==> src/rtl/charge_injection_sequencer_if.sv <==
`default_nettype none
// +-----------------------------------------------------------------------+
// | charge_injection_sequencer_if : control/config/output bundle          |
// | Rev 1.0                                                               |
// +-----------------------------------------------------------------------+
interface charge_injection_sequencer_if;
  logic       enable;
  logic       trigger;
  logic       abort;
  logic [7:0] injCount;
  logic [7:0] gap;
  logic [4:0] delayStart;
  logic [4:0] delayStep;
  logic       chargeInjectionCmd;
  logic [4:0] delay;
  logic       busy;
  logic       done;
  logic [7:0] injIndex;

  modport master (
    output enable, trigger, abort, injCount, gap, delayStart, delayStep,
    input  chargeInjectionCmd, delay, busy, done, injIndex
  );

  modport slave (
    input  enable, trigger, abort, injCount, gap, delayStart, delayStep,
    output chargeInjectionCmd, delay, busy, done, injIndex
  );
endinterface
`default_nettype wire

==> src/rtl/charge_injection_sequencer.sv <==
`default_nettype none
// +-----------------------------------------------------------------------+
// | charge_injection_sequencer : trigger -> burst of spaced inject cmds   |
// | Rev 1.0                                                               |
// +-----------------------------------------------------------------------+
module charge_injection_sequencer #(
  parameter int CMD_WIDTH = 2,
  parameter int MIN_GAP   = 6
) (
  input  logic                          clk40,
  input  logic                          reset,
  charge_injection_sequencer_if.slave   bus
);

  localparam logic [7:0] C_CMD_LAST = 8'(CMD_WIDTH - 1);
  localparam logic [7:0] C_MIN_GAP  = 8'(MIN_GAP);

  typedef enum logic [1:0] {
    IDLE   = 2'd0,
    ASSERT = 2'd1,
    GAP    = 2'd2
  } state_t;

  state_t     r_state, n_state;
  logic       r_cmd, n_cmd;
  logic [4:0] r_delay, n_delay;
  logic       r_busy, n_busy;
  logic       r_done, n_done;
  logic [7:0] r_idx, n_idx;
  logic [7:0] r_cnt, n_cnt;
  logic [7:0] r_count, n_count;
  logic [7:0] r_geff, n_geff;
  logic [4:0] r_step, n_step;
  logic [7:0] w_geff_in;
  logic       w_start;
  logic       w_stop;

  assign w_geff_in = (bus.gap < C_MIN_GAP) ? C_MIN_GAP : bus.gap;
  assign w_start   = bus.trigger && bus.enable && !bus.abort && (bus.injCount != 8'd0);
  assign w_stop    = bus.abort || !bus.enable;

  always_ff @(posedge clk40 or negedge reset) begin
    if (!reset) begin
      r_state <= IDLE;
      r_cmd   <= 1'b0;
      r_delay <= 5'd0;
      r_busy  <= 1'b0;
      r_done  <= 1'b0;
      r_idx   <= 8'd0;
      r_cnt   <= 8'd0;
      r_count <= 8'd0;
      r_geff  <= 8'd0;
      r_step  <= 5'd0;
    end else begin
      r_state <= n_state;
      r_cmd   <= n_cmd;
      r_delay <= n_delay;
      r_busy  <= n_busy;
      r_done  <= n_done;
      r_idx   <= n_idx;
      r_cnt   <= n_cnt;
      r_count <= n_count;
      r_geff  <= n_geff;
      r_step  <= n_step;
    end
  end

  always_comb begin
    n_state = r_state;
    n_cmd   = r_cmd;
    n_delay = r_delay;
    n_busy  = r_busy;
    n_done  = 1'b0;
    n_idx   = r_idx;
    n_cnt   = r_cnt;
    n_count = r_count;
    n_geff  = r_geff;
    n_step  = r_step;
    case (r_state)
      IDLE: begin
        if (w_start) begin
          n_state = ASSERT;
          n_count = bus.injCount;
          n_geff  = w_geff_in;
          n_step  = bus.delayStep;
          n_delay = bus.delayStart;
          n_cmd   = 1'b1;
          n_busy  = 1'b1;
          n_idx   = 8'd0;
          n_cnt   = 8'd0;
        end
      end
      ASSERT, GAP: begin
        if (w_stop) begin
          // delay and injIndex deliberately hold so software can see where it stopped
          n_state = IDLE;
          n_cmd   = 1'b0;
          n_busy  = 1'b0;
        end else begin
          n_cnt = r_cnt + 8'd1;
          if (r_state == ASSERT) begin
            if (r_cnt == C_CMD_LAST) begin
              n_state = GAP;
              n_cmd   = 1'b0;
            end
          end else if (r_cnt == r_geff - 8'd1) begin
            if (r_idx < r_count - 8'd1) begin
              n_state = ASSERT;
              n_cmd   = 1'b1;
              n_idx   = r_idx + 8'd1;
              n_delay = r_delay + r_step;
              n_cnt   = 8'd0;
            end else begin
              n_state = IDLE;
              n_busy  = 1'b0;
              n_done  = 1'b1;
            end
          end
        end
      end
      default: n_state = IDLE;
    endcase
  end

  assign bus.chargeInjectionCmd = r_cmd;
  assign bus.delay              = r_delay;
  assign bus.busy               = r_busy;
  assign bus.done               = r_done;
  assign bus.injIndex           = r_idx;

endmodule
`default_nettype wire

==> src/flat_wrapper.sv <==
// flat-port wrapper written by rule: the top's interface ports become plain ports
module charge_injection_sequencer_flat 
#(
  parameter int CMD_WIDTH = 2,
  parameter int MIN_GAP   = 6
)
  (clk40, reset, bus_enable, bus_trigger, bus_abort, bus_injCount, bus_gap, bus_delayStart, bus_delayStep, bus_chargeInjectionCmd, bus_delay, bus_busy, bus_done, bus_injIndex);
  charge_injection_sequencer_if bus_i ();
  input  logic clk40;
  input  logic reset;
  input wire logic [$bits(bus_i.enable)-1:0] bus_enable;
  input wire logic [$bits(bus_i.trigger)-1:0] bus_trigger;
  input wire logic [$bits(bus_i.abort)-1:0] bus_abort;
  input wire logic [$bits(bus_i.injCount)-1:0] bus_injCount;
  input wire logic [$bits(bus_i.gap)-1:0] bus_gap;
  input wire logic [$bits(bus_i.delayStart)-1:0] bus_delayStart;
  input wire logic [$bits(bus_i.delayStep)-1:0] bus_delayStep;
  output wire logic [$bits(bus_i.chargeInjectionCmd)-1:0] bus_chargeInjectionCmd;
  output wire logic [$bits(bus_i.delay)-1:0] bus_delay;
  output wire logic [$bits(bus_i.busy)-1:0] bus_busy;
  output wire logic [$bits(bus_i.done)-1:0] bus_done;
  output wire logic [$bits(bus_i.injIndex)-1:0] bus_injIndex;
  assign bus_i.enable = bus_enable;
  assign bus_i.trigger = bus_trigger;
  assign bus_i.abort = bus_abort;
  assign bus_i.injCount = bus_injCount;
  assign bus_i.gap = bus_gap;
  assign bus_i.delayStart = bus_delayStart;
  assign bus_i.delayStep = bus_delayStep;
  assign bus_chargeInjectionCmd = bus_i.chargeInjectionCmd;
  assign bus_delay = bus_i.delay;
  assign bus_busy = bus_i.busy;
  assign bus_done = bus_i.done;
  assign bus_injIndex = bus_i.injIndex;
  charge_injection_sequencer #(.CMD_WIDTH(CMD_WIDTH), .MIN_GAP(MIN_GAP)) u_core (.clk40(clk40), .reset(reset), .bus(bus_i));
endmodule
==> config.mk <==
export PLATFORM = sky130hd
export DESIGN_NAME = charge_injection_sequencer_flat
export DESIGN_NICKNAME = d
export VERILOG_FILES = /design/src/rtl/charge_injection_sequencer_if.sv /design/src/rtl/charge_injection_sequencer.sv /design/src/flat_wrapper.sv
export SDC_FILE = /design/constraint.sdc
export NUM_CORES = 1
export LEC_CHECK = 0
export CAP_MARGIN = 20
export CORE_ASPECT_RATIO = 1.1
export CORE_MARGIN = 4
export CORE_UTILIZATION = 45
export DETAILED_ROUTE_END_ITERATION = 10
export PLACE_DENSITY = 0.69
export SYNTH_ARGS = -nofsm -noshare
export SYNTH_HDL_FRONTEND = slang
export SYNTH_SLANG_ARGS = --single-unit
==> constraint.sdc <==
create_clock -name clk40 -period 8.5 [get_ports clk40]
set_input_delay 1.7 -clock clk40 [delete_from_list [all_inputs] [get_ports clk40]]
set_output_delay 1.7 -clock clk40 [all_outputs]
set_load 0.05 [all_outputs]
-- Word-level counts from Yosys, hierarchy flattened
Index checks and enable logic that the tools add are counted.
- flip-flop bits (word level): 47
- input bits: 31
- output and inout bits: 16
- $add $sub $neg: 5
- equal/unequal tests: 15
- reductions and logical operators: 16
- $lt $le $gt $ge: 2
- multiplexer cells: 42
- operator list (cell ; count):
    8-bit two-way mux ; 10
    8-bit case mux with 2 select lines ; 2
    5-bit two-way mux ; 5
    8-bit by 1-bit adder with 8-bit output (second input constant) ; 2
    1-bit two-way mux ; 16
    8-bit by 1-bit subtractor with 8-bit output (second input constant) ; 2
    2-bit two-way mux ; 5
    5-bit case mux with 2 select lines ; 1
    5-bit AND reduction ; 2
    8-bit by 1-bit == test with 1-bit output (second input constant) ; 1
    8-bit == test ; 1
    8-bit by 3-bit less-than comparator with 1-bit output (second input constant) ; 1
    8-bit less-than comparator ; 1
    4-bit by 1-bit inequality test with 1-bit output (second input constant) ; 2
    8-bit nonzero test ; 1
    2-bit by 1-bit inequality test with 1-bit output (second input constant) ; 3
    3-bit by 2-bit inequality test with 1-bit output (second input constant) ; 2
    3-bit AND reduction ; 2
    6-bit AND reduction ; 1
    5-bit adder ; 1
    2-bit inequality test (second input constant) ; 2
    4-bit by 3-bit inequality test with 1-bit output (second input constant) ; 1
    1-bit case mux with 2 select lines ; 2
    2-bit case mux with 2 select lines ; 1
    other kinds (10) ; 13

-- Logic depth before layout (Yosys ltp)
Gate-level depths: netlist of run 1.
- depth in word-level cells: 7
- depth in mapped cells: 14
- depth with buffers taken out: 13

-- Worst setup path before layout of run 1
No wires, ideal clock.
- path type: input port to flip-flop
- start point: input bus_injCount[1]
- end point: register u_core.r_count[7]
- arrival time: 3.070 ns
- cell stages on the path: 5
- setup slack: 5.305 ns
- library setup time: 0.125 ns
- cell sequence: nor4_1 > a211oi_1 > nand2_1 > clkbuf_1 > mux2_2
- longest elaborated chain between the ends: 3
- RTL lines (element ; RTL line ; text):
    start: declaration ; flat_wrapper.sv:14 ; input wire logic [$bits(bus_i.injCount)-1:0] bus_injCount;
    8-bit nonzero test ; charge_injection_sequencer.sv:39 ; assign w_start = bus.trigger && bus.enable && !bus.abort && (bus.injCount != 8'd0);
    1-bit logical AND ; charge_injection_sequencer.sv:39 ;
    2-bit AND reduction (no line) ; -- ;
    end signal: assignment ; charge_injection_sequencer.sv:62 ; r_count <= n_count;
    end: declaration ; charge_injection_sequencer.sv:31 ; logic [7:0] r_count, n_count;
No other way between the ends.
A chain may end at the register's enable or synchronous reset.

-- Worst setup path in the final report of run 1
- start point: input bus_injCount[1]
- end point: register u_core.r_count[0]
Same word-level chain as after synthesis.

==> metrics.cfg, run 1 <==
[yosys]
syn-num-nets = 379
synth_edf_count = 0
synth_cells = 328
yosys.area.top_type = dfrtp_1
synth.area.top_cells = dfrtp_1, ha_1, mux2_2
yosys_register_bits = 47
synth.distinct_cells = 56
synth_top_area_share_pct = 38.7
ys.flop_type = dfrtp_1
synth_area_sq_um = 3040
yosysSeqAreaShare_pct = 38.7
synth.avg_cell_area_sq_um = 9.27
async_reset_ff_share_pct = 100
ys_warn_count = 0

[cells_and_area]
drive_gt1_share_pct = 9.73
final_cells = 452
regArea_sq_um = 1180
mostFrequentLayoutCells = dfrtp_1, clkdlybuf4s50_1, nand2_1
fillCellCount = 623
nNetsFinal = 421
area_growth_pct = 20.2
n_antenna_cell = 0
multiInputGateArea_sq_um = 1720
final_common_cell = dfrtp_1

[floorplanning]
ios = 47
core_sq_um = 6590
floorplan.initialDensity_pct = 46.1
die_x_microns = 86.4
dieArea_sq_um = 8140
die_y_microns = 94.2
rows = 31

[detailed_routing]
vias_per_cell = 5.71
ant_nets = 0
finalWirelength_microns = 6870
num_vias = 2580
drc_errors = 0
firstDrtPassIters = 4
wl_per_cell_microns = 15.2
drtIter0Drc = 112

[placed_design]
place_congestion = 0.856
io_buffers = 46
dp.cells = 444
dpl.hpwl_microns = 5180
dpl_worst_slack_ps = 4340

[clock_tree]
cts_max_level = 2
cts_buffers = 5
clk_pin_slew_ps = 80
cts.path.max_buffers = 2
cts_setup_buffers = 0
cts_resized = 0
cts_hold_buf = 0
cts_tree = built
clock_sinks = 47
ctsRootBufferMaster = clkbuf_8
clock_latency_ps = 300

[power_and_ir_drop]
power.net_switching_uw = 669
power_density_nw_per_um2 = 379
peakVddDrop_v = 0.000257
pwr-share-clk_pct = 9.9
sw_frac_of_total_pct = 48.2
p_int_uw = 718
power.leakage_nw = 1.52
p_comb_share_pct = 58.6
power.share.sequential_pct = 31.6

[timing]
slew_headroom_pct = 36.6
min_period_ps = 3790
tightest_slew_ps = 945
fin_crit_sh_pct = 44.5
setup_tns_ps = 0
skew_ps = 15.1
fin_ws_ps = 4710
setup-violations-final = 0
finalMaxSlewViolations = 0
fmax_mhz = 264
grt_setup_unrepaired = no
hold_viol = 0

[grt]
overflow = 0
grt_max_degree = 48
antenna_found_initial = 0
groute.usage.overall_pct = 17.6
grt_pass1_wl_microns = 11500
first_global_vias = 2505

[setup_path]
arrival_ps = 3970
worstPathRequired_ps = 8690
critPathCaptureType = register
path_class = input port to register
worst_setup_path_start_kind = input port
crit_path_max_fanout = 24
reg2reg_slack_ps = 4790

[min_path]
min_path_type = register to register

[flow_run]
maxCapViolations = 0

[run_status]
outcome = finished, final reports clean

-- Yosys cell counts, types with 3 or more instances --
master	number
dfrtp_1	47
nand2_1	36
inv_1	24
a21oi_1	19
ha_1	19
mux2_2	18
nand3_1	14
nor2_1	13
nor3_1	13
o21ai_0	12
clkbuf_1	11
xnor2_1	8
xor2_1	8
nand2b_1	6
o22ai_1	6
nand4_1	5
nor4_1	5
and3_1	4
a21o_1	3
a31oi_1	3
mux2i_1	3
nor4b_1	3
o211ai_1	3
o21ai_1	3
or2_2	3
-- flip-flops by register name (all words and copies together), names as in the netlist --
name	cells
u_core.r_geff	8
u_core.bus.injIndex	8
u_core.r_cnt	8
u_core.bus.delay	5
u_core.bus.chargeInjectionCmd	1
u_core.r_count	8
u_core.r_step	5
u_core.bus.done	1
u_core.r_state	2
u_core.bus.busy	1
-- power groups by stage --
stage / Combinational, mW / Sequential [mW] / Clock, mW
floorplan: 0.528 / 0.502 / 0
global placement: 0.787 / 0.438 / 0
detailed placement: 0.813 / 0.440 / 0
CTS: 0.816 / 0.437 / 0.141
global route: 0.909 / 0.453 / 0.149
finish: 0.812 / 0.438 / 0.137
-- final cells by class --
type	instances	share of cell area [%]
clock inverter	1	0.137
tap	82	2.81
inverter	24	2.46
multi-input combinational	244	47.0
sequential	47	32.2
timing repair buffer	48	13.2
clock buffer	6	2.26
-- per-stage QoR --
| step | hold slack (ps) | utilization, % | instance area [sq um] | total power, mW |
|---|---|---|---|---|
| after global routing | 542 | 55.5 | 3660 | 1.51 |
| after floorplan | 472 | - | 3040 | 1.03 |
| after detailed placement | 497 | 53.8 | 3550 | 1.25 |
| after global placement | 494 | 53.8 | 3550 | 1.23 |
| final | 516 | 55.5 | 3660 | 1.39 |
| after CTS | 519 | 55.2 | 3640 | 1.39 |
-- layer usage --
metal	vias up	track usage [%]	wire, microns
li1	1282	-	-
met1	1248	23.1	3250
met2	44	30.0	3310
met3	6	3.16	246
met4	0	3.90	60
met5	-	0	0
-- worst max-delay path, stage by stage --
cell and delay (ps):
clkdlybuf4s50_1 420, nor4_1 490, a211oi_1 200, nand2_1 740
mux2_2 420
-- logic make-up after synthesis --
group	count (synthesis)	share of synthesized area, %
XOR/XNOR	16	4.61
buffers and inverters	37	4.85
flip-flops	47	38.7
adder cells (fa/ha/maj)	20	8.47
AO/OA/AOI/OAI	75	16.5
AND/OR/NAND/NOR	112	19.3
multiplexers	21	7.65
-- worst paths after layout --
kind                                                                   to  cells past startpoint                     startpoint
worst max-delay path                        u_core.r_count[0]$_DFFE_PN0P_                      5                bus_injCount[1]
worst min-delay path                        u_core.r_state[1]$_DFFE_PN0P_                      2  u_core.r_state[1]$_DFFE_PN0P_
worst max register to register                u_core.r_cnt[2]$_DFFE_PN0P_                      9   u_core.r_geff[0]$_DFFE_PN0P_
worst min register to register              u_core.r_state[1]$_DFFE_PN0P_                      2  u_core.r_state[1]$_DFFE_PN0P_
max in group asynchronous                    u_core.r_geff[0]$_DFFE_PN0P_                      2                          reset
min in group asynchronous       u_core.bus.chargeInjectionCmd$_DFFE_PN0P_                      1                          reset
(Power assumes the default switching activity.)
==> inputs of run 2 (changes only) <==
--- a/config.mk
+++ b/config.mk
@@ -10,7 +10,7 @@
 export CORE_MARGIN = 4
 export CORE_UTILIZATION = 45
 export DETAILED_ROUTE_END_ITERATION = 10
-export PLACE_DENSITY = 0.69
+export PLACE_DENSITY = 0.71
 export SYNTH_ARGS = -nofsm -noshare
 export SYNTH_HDL_FRONTEND = slang
 export SYNTH_SLANG_ARGS = --single-unit
==> constraint.sdc (replaced) <==
create_clock -name clk40 -period 3.2 [get_ports clk40]
set_input_delay 0.64 -clock clk40 [delete_from_list [all_inputs] [get_ports clk40]]
set_output_delay 0.64 -clock clk40 [all_outputs]
set_load 0.05 [all_outputs]
==> run 2 against run 1 <==
Flip-flop and latch count did not move; clock skew rose by 0.91 ps; via count rose by 3.3%.
==> metrics.cfg, run 2 (same netlist as run 1, synthesis figures left out) <==
[detailed_routing]
vias_per_cell = 5.71  ; about the same
finalWirelength_microns = 7400  ; +7.6%
num_vias = 2666  ; +3.3%
firstDrtPassIters = 4  ; unchanged
wl_per_cell_microns = 15.8  ; +4.2%
ant_nets = 0  ; unchanged
drc_errors = 0  ; unchanged
drtIter0Drc = 206  ; +84%

[setup_path]
worstPathRequired_ps = 3400  ; -5290 ps
crit_path_max_fanout = 7  ; -71%
path_class = register to register
crit_chain = or4_1 > nor4_2 > xnor2_1 > ha_1 > nand4_1 > inv_1 > a2111oi_4 > nand2_2 > buf_4 > o221ai_1 > a21oi_1
crit_slowest_cell = or4_1
arrival_ps = 3200  ; -770 ps
max_stage_delay_ps = 600  ; -140 ps
worst_setup_path_start_kind = register
critPathCaptureType = register

[timing]
holdWs_ps = 281  ; -235 ps
hold_viol = 0  ; unchanged
tightest_slew_ps = 503  ; -441 ps
slew_headroom_pct = 66.3  ; +30 points
skew_ps = 16.0  ; +0.908 ps
setup-violations-final = 0  ; unchanged
grt_setup_unrepaired = no
fmax_mhz = 333
finalMaxSlewViolations = 0  ; unchanged
fin_crit_sh_pct = 93.9
min_period_ps = 3000
fin_ws_ps = 196  ; -4520 ps

[cells_and_area]
final_util_pct = 57.8  ; +2.4 points
multiInputGateArea_sq_um = 1740  ; +1.2%
fillCellCount = 586  ; -5.9%
area_growth_pct = 25.4
mostFrequentLayoutCells = dfrtp_1, clkdlybuf4s50_1, nand2_1
nNetsFinal = 435  ; +3.3%
n_antenna_cell = 0  ; unchanged
drive_gt1_share_pct = 13.8  ; +4.0 points
regArea_sq_um = 1180  ; unchanged
final_common_cell = dfrtp_1

[clock_tree]
cts_hold_buf = 0  ; unchanged
clock_latency_ps = 310  ; about the same
cts_buffers = 5  ; unchanged
cts.path.max_buffers = 2  ; unchanged
clk_pin_slew_ps = 100  ; +20 ps
cts_tree = built
clock_sinks = 47  ; unchanged
cts_max_level = 2  ; unchanged
ctsRootBufferMaster = clkbuf_8

[grt]
antenna_found_initial = 0  ; unchanged
overflow = 0  ; unchanged
groute.usage.overall_pct = 18.6  ; +1.1 points
first_global_vias = 2603  ; +3.9%
grt_max_degree = 48  ; unchanged
grt_pass1_wl_microns = 12300  ; +6.3%

[floorplanning]
dieArea_sq_um = 8140  ; unchanged
die_x_microns = 86.4  ; unchanged
core_sq_um = 6590  ; unchanged
ios = 47  ; unchanged
floorplan.initialDensity_pct = 46.1  ; unchanged
rows = 31  ; unchanged
die_y_microns = 94.2  ; unchanged

[min_path]
min_path_type = input port to asynchronous set/reset pin

[power_and_ir_drop]
power.total_mw = 3.99  ; +190%
power_density_nw_per_um2 = 1050  ; +180%
power.leakage_nw = 1.60  ; +5.5%
peakVddDrop_v = 0.000721  ; +180%

[placed_design]
io_buffers = 46  ; unchanged
dpl_worst_slack_ps = -19.1  ; -4360 ps
dpl.hpwl_microns = 5350  ; +3.3%
place_congestion = 0.825  ; -3.5%

[run_status]
outcome = finished, final reports clean

[flow_run]
maxCapViolations = 0  ; unchanged

## run 2: layout make-up
type                       count  area share (%)
multi-input combinational    244            45.6
sequential                    47            30.8
timing repair buffer          62            15.4
tap                           82            2.69
inverter                      24            2.36
clock buffer                   6            2.17
clock inverter                 2           0.919
## run 2: report_power, final
group / leakage [nW] / total [mW] / switching [mW] / internal (mW)
Clock: 0.0612 / 0.458 / 0.205 / 0.253
Combinational: 0.957 / 2.36 / 1.34 / 1.03
Sequential: 0.582 / 1.17 / 0.331 / 0.841
## run 2: repair_timing
item | in CTS | in global routing
pin swaps | 0 | 1
gates resized for setup | 1 | 2
buffers inserted | 0 | 5
endpoints found under the setup margin | 5 | 19
## run 2: worst paths after layout
path / depth (start not counted) / from / slack, ps / end
min in group clk40: 1 / u_core.r_step[0]$_DFFE_PN0P_ / 520 / u_core.r_step[0]$_DFFE_PN0P_
max in group asynchronous: 2 / reset / 2380 / u_core.r_count[0]$_DFFE_PN0P_
max reg2reg: 11 / u_core.r_count[4]$_DFFE_PN0P_ / 200 / u_core.bus.injIndex[7]$_DFFE_PN0P_
min: 1 / reset / 280 / u_core.bus.done$_DFF_PN0_
max: 11 / u_core.r_count[4]$_DFFE_PN0P_ / 200 / u_core.bus.injIndex[7]$_DFFE_PN0P_
min reg2reg: 1 / u_core.r_step[0]$_DFFE_PN0P_ / 520 / u_core.r_step[0]$_DFFE_PN0P_
## run 2: metal layers
metal,up-vias,track usage [%],wire [microns]
met5,-,0,0
met4,0,4.81,129
met3,14,3.25,387
met2,70,31.8,3760
met1,1280,24.2,3120
li1,1302,-,-
## run 2: worst max-delay path, delay by kind of cell (launching register included)
kind,cells,cell delay [ps]
compound gates,3,660
simple gates,4,1120
buf+inv,2,280
fa+ha+maj,1,260
xor+xnor,1,160
flops,1,420
## run 2: metrics by stage
stage                     TNS, ps  cells  instance area [sq um]
after floorplan                 0    328                   3040
after global placement          0    453                   3620
after detailed placement    -45.1    453                   3620
after CTS                       0    461                   3740
after global routing            0    467                   3810
final                           0    467                   3810
